$ cat src/rtl/race_state_ctrl.sv
// Game sequencer for the racer display: INIT -> IDLE -> COUNTDOWN -> GAME -> FINISHED.
// Owns the lap count and countdown digit, and decodes the layer/enable strobes from the state.
module race_state_ctrl #(
   parameter int INIT_CYCLES     = 16,
   parameter int TICK_DIV        = 65_000_000,
   parameter int COUNTDOWN_STEPS = 3,
   parameter int LAPS            = 3,
   parameter int FINISH_TICKS    = 5,
   localparam int CW             = $clog2(COUNTDOWN_STEPS + 1),
   localparam int LW             = $clog2(LAPS + 1)
) (
   input  logic          pclk,
   input  logic          rst,
   input  logic          btn_start,
   input  logic          abort,
   input  logic          finish_cross,
   output logic          bg_visible,
   output logic          track_visible,
   output logic          player_visible,
   output logic          countdown_visible,
   output logic          player_enable,
   output logic [CW-1:0] countdown_val,
   output logic [LW-1:0] lap,
   output logic          game_over,
   output logic [2:0]    state_out
);

   localparam int TW  = $clog2(TICK_DIV);
   localparam int ICW = (INIT_CYCLES > 1) ? $clog2(INIT_CYCLES) : 1;
   localparam int FW  = (FINISH_TICKS > 1) ? $clog2(FINISH_TICKS) : 1;

   typedef enum logic [2:0] {
      S_INIT = 3'b000,
      S_IDLE = 3'b001,
      S_GAME = 3'b011,
      S_FIN  = 3'b010,
      S_CD   = 3'b100
   } state_e;

   state_e          state_q;
   logic [TW-1:0]   tick_q;
   logic [ICW-1:0]  init_q;
   logic [FW-1:0]   fin_q;
   logic [CW-1:0]   cd_q;
   logic [LW-1:0]   lap_q;
   logic            btn_prev_q;

   logic            start_edge;
   logic            tick;
   logic [LW-1:0]   lap_d;

   assign start_edge = btn_start & ~btn_prev_q;
   assign tick       = (tick_q == TW'(TICK_DIV - 1));
   assign lap_d      = lap_q + 1'b1;

   // Every transition branch clears tick_q so each state starts its timing from zero.
   always_ff @(posedge pclk) begin
      if (rst) begin
         state_q    <= S_INIT;
         tick_q     <= '0;
         init_q     <= '0;
         fin_q      <= '0;
         cd_q       <= '0;
         lap_q      <= '0;
         btn_prev_q <= 1'b1;
      end else begin
         btn_prev_q <= btn_start;
         tick_q     <= tick ? '0 : tick_q + 1'b1;
         init_q     <= '0;
         case (state_q)
            S_INIT: begin
               tick_q <= '0;
               cd_q   <= '0;
               lap_q  <= '0;
               if (init_q == ICW'(INIT_CYCLES - 1)) begin
                  state_q <= S_IDLE;
               end else begin
                  init_q <= init_q + 1'b1;
               end
            end
            S_IDLE: begin
               if (start_edge) begin
                  state_q <= S_CD;
                  tick_q  <= '0;
                  cd_q    <= CW'(COUNTDOWN_STEPS);
                  lap_q   <= '0;
               end
            end
            S_CD: begin
               if (abort) begin
                  state_q <= S_IDLE;
                  tick_q  <= '0;
                  cd_q    <= '0;
               end else if (tick) begin
                  if (cd_q == CW'(1)) begin
                     state_q <= S_GAME;
                     tick_q  <= '0;
                     cd_q    <= '0;
                  end else begin
                     cd_q <= cd_q - 1'b1;
                  end
               end
            end
            S_GAME: begin
               if (abort) begin
                  state_q <= S_IDLE;
                  tick_q  <= '0;
               end else if (finish_cross) begin
                  lap_q <= lap_d;
                  if (lap_d == LW'(LAPS)) begin
                     state_q <= S_FIN;
                     tick_q  <= '0;
                     fin_q   <= '0;
                  end
               end
            end
            S_FIN: begin
               if (start_edge || (tick && fin_q == FW'(FINISH_TICKS - 1))) begin
                  state_q <= S_IDLE;
                  tick_q  <= '0;
                  fin_q   <= '0;
               end else if (tick) begin
                  fin_q <= fin_q + 1'b1;
               end
            end
            default: begin
               state_q <= S_INIT;
               tick_q  <= '0;
               cd_q    <= '0;
               lap_q   <= '0;
            end
         endcase
      end
   end

   // Both counters are zero only in the first FINISHED cycle, which gives the entry pulse.
   assign game_over         = (state_q == S_FIN) && (tick_q == '0) && (fin_q == '0);
   assign bg_visible        = (state_q == S_IDLE);
   assign track_visible     = (state_q == S_CD) || (state_q == S_GAME) || (state_q == S_FIN);
   assign player_visible    = track_visible;
   assign countdown_visible = (state_q == S_CD);
   assign player_enable     = (state_q == S_GAME);
   assign countdown_val     = cd_q;
   assign lap               = lap_q;
   assign state_out         = state_q;

endmodule

$ cat config.mk
export PLATFORM = sky130hd
export DESIGN_NAME = race_state_ctrl
export DESIGN_NICKNAME = d
export VERILOG_FILES = /design/src/rtl/race_state_ctrl.sv
export SDC_FILE = /design/constraint.sdc
export NUM_CORES = 1
export LEC_CHECK = 0
export BUFFER_PORTS_ARGS = -buffer_cell sky130_fd_sc_hd__buf_2
export CORE_MARGIN = 4
export CORE_UTILIZATION = 30
export DETAILED_ROUTE_END_ITERATION = 8
export SLEW_MARGIN = 20
export SYNTH_ARGS = -nofsm -noshare
export SYNTH_HDL_FRONTEND = slang
export SYNTH_SLANG_ARGS = --single-unit
$ cat constraint.sdc
create_clock -name pclk -period 3.69 [get_ports pclk]
set_input_delay 0.738 -clock pclk [delete_from_list [all_inputs] [get_ports pclk]]
set_output_delay 0.738 -clock pclk [all_outputs]
set_load 0.005 [all_outputs]
==> run_results.csv, run 1 <==
group,metric,value,unit
synthesis,mappedNetlistArea,2140,um^2
floorplan,io_pins,18,
power_and_ir_drop,irDropWorstVdd,0.114,mV
global_routing,remaining_global_route_overflow,0,
synthesis,syn-num-nets,264,
synthesis,synth_edf_count,0,
setup_path,worst-endpoint-required,2.95,ns
drt,met2_length,2140,um
clock_network,cts_buffers,5,
placed_design,detailedPlacementHpwl,3280,um
clock_network,cts_tree,"built",
cells_and_area,post_route_cells_drive_above_1_share,0.138,
floorplan,die_height,92.4,um
power_and_ir_drop,power-per-cell-area,361,nW/um^2
sta,holdWs,0.450,ns
floorplan,design.core.area,6870,um^2
placed_design,total_of_buffers_placed_on_input_and_output_ports,17,
min_path,sink_of_the_worst_hold_path,"init_q[0]",
synthesis,syn_avg_cell_area,8.48,um^2
clock_network,clk_path_buf_depth,2,
drt,routed_wirelength,4670,um
drt,drt-vias-per-instance,4.96,
setup_path,crit_path_max_fanout,12,
sta,finalCriticalPeriod,2.70,ns
drt,post-route-drc-count,0,
synthesis,postSynthRegisterBits,41,
global_routing,grt_start_max_net_pins,27,
setup_path,rr_endpoint,"state_out[1]",
sta,max_freq,0.371,GHz
placed_design,pre_cts_slack,1.26,ns
placed_design,placement.cell_area,2300,um^2
setup_path,cp.arrival,1.96,ns
run_status,result_of_the_run,"completed",
setup_path,setup.worst_path.class,"flop to primary output",
global_routing,grt_antenna_before_repair,0,
sta,grt_setup_unrepaired,"false",
drt,via_count,1810,
cells_and_area,fin_area,2430,um^2
floorplan,die_area,8530,um^2
cells_and_area,layout.nets,280,
clock_network,post_cts_buffers,0,
clock_network,cts.repair.resized,0,
clock_network,htree_levels,2,
sta,post-route-worst-setup-slack,0.991,ns
drt,drtPass1Iterations,4,
synthesis,dominantRegCellSynth,"sky130_fd_sc_hd__dfxtp_1",
sta,final_min_period_over_clock_period,0.731,
cells_and_area,final_util,0.353,
setup_path,startpoint_type,"flop",
drt,top_layer,"met4",
cells_and_area,antenna-diode-count,0,
clock_network,hold_buffers,0,
placed_design,finalWeightedCongestion,0.746,
clock_network,tritoncts_num_sinks,41,
drt,number_of_violations_reported_at_the_end_of_detailed_routing_iteration_0,63,
global_routing,grt_pass1_vias,1794,
cells_and_area,commonest_non_fill_non_tap_cell_in_the_layout,"sky130_fd_sc_hd__dfxtp_1",
clock_network,clockRootBuffer,"sky130_fd_sc_hd__clkbuf_8",
setup_path,reg2reg_slack,1.36,ns
synthesis,syn_inst,252,
setup_path,end_kind,"primary output",
run,max_cap_violations,0,
sta,timing_worst_slew_pin_value,0.977,ns
min_path,worstHoldPathCells,1,
floorplan,start_util,0.311,
drt,antenna_left,0,
drt,wl_per_cell,12.8,um
min_path,hold_start,"init_q[0]",
cells_and_area,synthToLayoutAreaGrowth,13.6,%
clock_network,clk_latency,0.30,ns
global_routing,grtUsageTotal,0.117,
sta,finalSetupViolations,0,
global_routing,grt_first_pass_wirelength,8150,um
drt,wl_met3,188,um
power_and_ir_drop,cellLeakagePower,0.891,nW
synthesis,synthArstFlopShare,0,
floorplan,die_width,92.4,um
drt,drt-met1-wl,2270,um
sta,slew_margin_rel,0.343,
floorplan,placement_rows,30,
sta,timing_hold_violations_final,0,
sta,totalNegativeSetupSlack,0,ns
cells_and_area,most-common-layout-cells,"sky130_fd_sc_hd__dfxtp_1 (41), sky130_fd_sc_hd__nor2_1 (37), sky130_fd_sc_hd__xor2_1 (19)",
synthesis,synth.yosys.warnings,0,
sta,clock_skew,0.0121,ns
min_path,hold_class,"flop to flop",
synthesis,ys_seq_area_frac,0.384,
clock_network,clk_pin_slew,0.07,ns
sta,drv_slew,0,
setup_path,timing.rr.start,"tick_q[8]",
synthesis,synthDistinctLibCells,50,
setup_path,worst-r2r-cell-count,5,
[worst max path at each step]
stage	end	cells after the start	from	slack, ns
2_1_floorplan	state_out[1]	5	tick_q[8]	1.60
3_3_place_gp	state_out[1]	6	btn_start	1.30
3_5_place_dp	tick_q[13]	5	state_out[1]	1.26
4_1_cts	game_over	4	state_out[1]	0.98
5_1_grt	game_over	4	state_out[1]	0.80
6_report	game_over	4	state_out[1]	0.99
[kinds of logic after synthesis]
| family | count (synthesis) | synth area share |
|---|---|---|
| and+or+nand+nor | 129 | 0.331 |
| DFF | 41 | 0.384 |
| AOI/OAI and AO/OA | 28 | 0.0896 |
| xor gates and xnor gates | 26 | 0.107 |
| buffers and inverters | 21 | 0.0474 |
| adders and majority gates | 7 | 0.0410 |
[cell type report]
| type | count | area [um^2] |
|---|---|---|
| sequential | 41 | 821 |
| clock buffer | 6 | 72.6 |
| tap | 96 | 120 |
| timing repair buffer | 18 | 92.6 |
| multi-input combinational | 190 | 1240 |
| inverter | 12 | 45.0 |
| fill | 737 | 4440 |
| clock inverter | 2 | 38.8 |
[flip-flops by register name, indices dropped and copies added, names as in the netlist]
signal         count
fin_q              3
btn_prev_q         1
state_out          3
countdown_val      2
init_q             4
tick_q            26
lap                2
[layer usage]
metal | GRT usage | up-vias
met5 | 0 | -
met4 | 0.0483 | 0
met3 | 0.0292 | 7
met2 | 0.193 | 26
met1 | 0.146 | 863
li1 | - | 914
[critical path, cell delays in order (launching register included)]
cell and delay [ns]:
sky130_fd_sc_hd__dfxtp_1 0.53, sky130_fd_sc_hd__nor2b_1 0.51, sky130_fd_sc_hd__nand4b_1 0.19, sky130_fd_sc_hd__nor4_1 0.28
sky130_fd_sc_hd__buf_2 0.17
[where the power goes]
| group | switching, mW | internal, mW | total, mW |
|---|---|---|---|
| clock network | 0.161 | 0.203 | 0.364 |
| registers | 0.00832 | 0.450 | 0.458 |
| logic | 0.0309 | 0.0231 | 0.0541 |
| total | 0.200 | 0.676 | 0.876 |
[synth_stat cells (all sizes together), types with 3 or more instances]
library cell,instances,area share
clkbuf,3,0.010
or3,6,0.018
ha,7,0.041
nor3,4,0.0094
xnor2,7,0.029
dfxtp,41,0.38
nand3,15,0.035
xor2,19,0.078
buf,6,0.016
o21ai,5,0.012
nor4,8,0.037
a21oi,7,0.016
nor2,37,0.065
and3,6,0.018
or4,4,0.016
inv,12,0.021
nand4,12,0.035
and2,5,0.015
nand2,18,0.032
[stage by stage]
step           total power, mW  cells
3_5_place_dp             0.522    357
3_3_place_gp             0.521    357
2_1_floorplan            0.502    252
4_1_cts                  0.888    365
6_report                 0.876    365
5_1_grt                  0.914    365
Power figures use the tool's default switching activity.
==> run 2: changes to the inputs <==
==> constraint.sdc (replaced) <==
create_clock -name pclk -period 2.3 [get_ports pclk]
set_input_delay 0.46 -clock pclk [delete_from_list [all_inputs] [get_ports pclk]]
set_output_delay 0.46 -clock pclk [all_outputs]
set_load 0.005 [all_outputs]
==> run_results.csv, run 2 (same netlist as run 1, synthesis figures left out) <==
group,metric,value,unit
setup_path,startpoint_type,"flop",
cells_and_area,largest-register,"tick_q",
floorplan,design.core.area,6870,um^2
power_and_ir_drop,power-per-cell-area,521,nW/um^2
drt,routed_wirelength,4620,um
cells_and_area,most-common-layout-cells,"sky130_fd_sc_hd__dfxtp_1 (41), sky130_fd_sc_hd__nor2_1 (37), sky130_fd_sc_hd__xor2_1 (19)",
clock_network,clockRootBuffer,"sky130_fd_sc_hd__clkbuf_8",
global_routing,grt_pass1_vias,1731,
cells_and_area,largest_reg_flops,26,
clock_network,post_cts_buffers,0,
floorplan,start_util,0.311,
clock_network,clk_latency,0.29,ns
drt,top_layer,"met4",
drt,met2_length,2190,um
global_routing,grt_antenna_before_repair,0,
placed_design,pre_cts_slack,0.156,ns
sta,final_min_period_over_clock_period,0.949,
floorplan,die_width,92.4,um
setup_path,cell_type_of_the_slowest_stage_on_the_worst_timing_path,"sky130_fd_sc_hd__or4_4",
cells_and_area,multi_input_comb_area,1220,um^2
floorplan,die_height,92.4,um
cells_and_area,top_regs,"tick_q: 26 flops, init_q: 4 flops",
sta,finalCriticalPeriod,2.18,ns
sta,clock_skew,0.00613,ns
cells_and_area,post_route_cells_drive_above_1_share,0.149,
setup_path,critical_path_buf_inv_count,0,
setup_path,biggest_cell_delay_along_the_critical_path,0.54,ns
setup_path,end_kind,"flop",
cells_and_area,synthToLayoutAreaGrowth,13.8,%
setup_path,setup.worst_path.class,"flop to flop",
cells_and_area,layout.nets,287,
drt,wl_met3,227,um
cells_and_area,commonest_non_fill_non_tap_cell_in_the_layout,"sky130_fd_sc_hd__dfxtp_1",
placed_design,finalWeightedCongestion,0.835,
setup_path,cp.arrival,2.41,ns
drt,post-route-drc-count,0,
clock_network,cts.repair.resized,0,
global_routing,remaining_global_route_overflow,0,
clock_network,hold_buffers,0,
sta,post-route-worst-setup-slack,0.116,ns
clock_network,cts_buffers,5,
sta,holdWs,0.368,ns
sta,slew_margin_rel,0.674,
sta,max_freq,0.458,GHz
drt,drt-met1-wl,2170,um
setup_path,crit_path_max_fanout,5,
drt,wl_per_cell,12.4,um
global_routing,grt_start_max_net_pins,27,
sta,timing_worst_slew_pin_value,0.486,ns
sta,grt_setup_unrepaired,"false",
clock_network,htree_levels,2,
drt,via_count,1823,
floorplan,die_area,8530,um^2
sta,finalSetupViolations,0,
global_routing,grtUsageTotal,0.114,
clock_network,clk_path_buf_depth,2,
drt,drt-vias-per-instance,4.90,
run,max_cap_violations,0,
setup_path,crit_path_cell_trace,"or4_4 -> nor4_4 -> a21boi_1 -> or4b_1 -> a21oi_1",
setup_path,cell_type_group_with_the_largest_total_delay_on_the_critical_path,"simple AND/OR/NAND/NOR gates",
floorplan,placement_rows,30,
sta,timing_hold_violations_final,0,
clock_network,cts_tree,"built",
min_path,hold_class,"input pin to flop",
drt,drtPass1Iterations,4,
cells_and_area,sequential_cell_area,821,um^2
run_status,result_of_the_run,"completed",
cells_and_area,final.fill_count,744,
min_path,hold_start,"btn_start",
power_and_ir_drop,cellLeakagePower,0.912,nW
power_and_ir_drop,irDropWorstVdd,0.171,mV
clock_network,clk_pin_slew,0.08,ns
floorplan,io_pins,18,
drt,antenna_left,0,
drt,number_of_violations_reported_at_the_end_of_detailed_routing_iteration_0,63,
setup_path,timing.rr.start,"tick_q[7]",
placed_design,detailedPlacementHpwl,3390,um
clock_network,tritoncts_num_sinks,41,
cells_and_area,antenna-diode-count,0,
placed_design,total_of_buffers_placed_on_input_and_output_ports,17,
setup_path,launch_point_of_the_critical_path,"tick_q[7]",
sta,totalNegativeSetupSlack,0,ns
global_routing,grt_first_pass_wirelength,7930,um
setup_path,worst-endpoint-required,2.52,ns
sta,drv_slew,0,
[run 2: changes by cell type in the layout (fill, tap and decap cells not counted), sizes merged]
cell / previous run / this run
clkinv: 1 / 0
buf: 18 / 25
bufinv: 1 / 0
clkbuf: 6 / 8
[run 2: final timing paths]
check / end / cells after the start / slack [ns]
setup / recovery: fin_q[1] / 5 / 0.12
hold / removal: btn_prev_q / 2 / 0.37
setup reg to reg: fin_q[1] / 5 / 0.12
hold reg to reg: init_q[0] / 1 / 0.45
[run 2: where the power goes]
| group | total [mW] | internal (mW) | switching, mW | leakage (nW) |
|---|---|---|---|---|
| Clock | 0.444 | 0.216 | 0.228 | 0.0395 |
| Combinational | 0.0901 | 0.0392 | 0.0510 | 0.541 |
| Sequential | 0.732 | 0.722 | 0.00971 | 0.331 |
| Total | 1.27 | 0.977 | 0.289 | 0.912 |
[run 2: cell type report]
cell class,count,area share
multi-input cells,190,0.502
flip-flops and latches,41,0.338
repair buffers,25,0.0597
well taps,96,0.0494
clock buffers,8,0.0329
inverters,12,0.0185
[run 2: metal layers]
layer	vias to the layer above	global-route usage
li1	933	-
met2	33	0.192
met1	853	0.139
met5	-	0
met4	0	0.0421
met3	4	0.0309
[run 2: stage by stage]
| step | area, um^2 | instances | total power [mW] | utilization |
|---|---|---|---|---|
| 2_1_floorplan | 2140 | 252 | 0.806 | - |
| 3_3_place_gp | 2350 | 364 | 0.838 | 0.342 |
| 3_5_place_dp | 2350 | 364 | 0.838 | 0.342 |
| 4_1_cts | 2430 | 372 | 1.29 | 0.354 |
| 5_1_grt | 2430 | 372 | 1.33 | 0.354 |
| 6_report | 2430 | 372 | 1.27 | 0.354 |
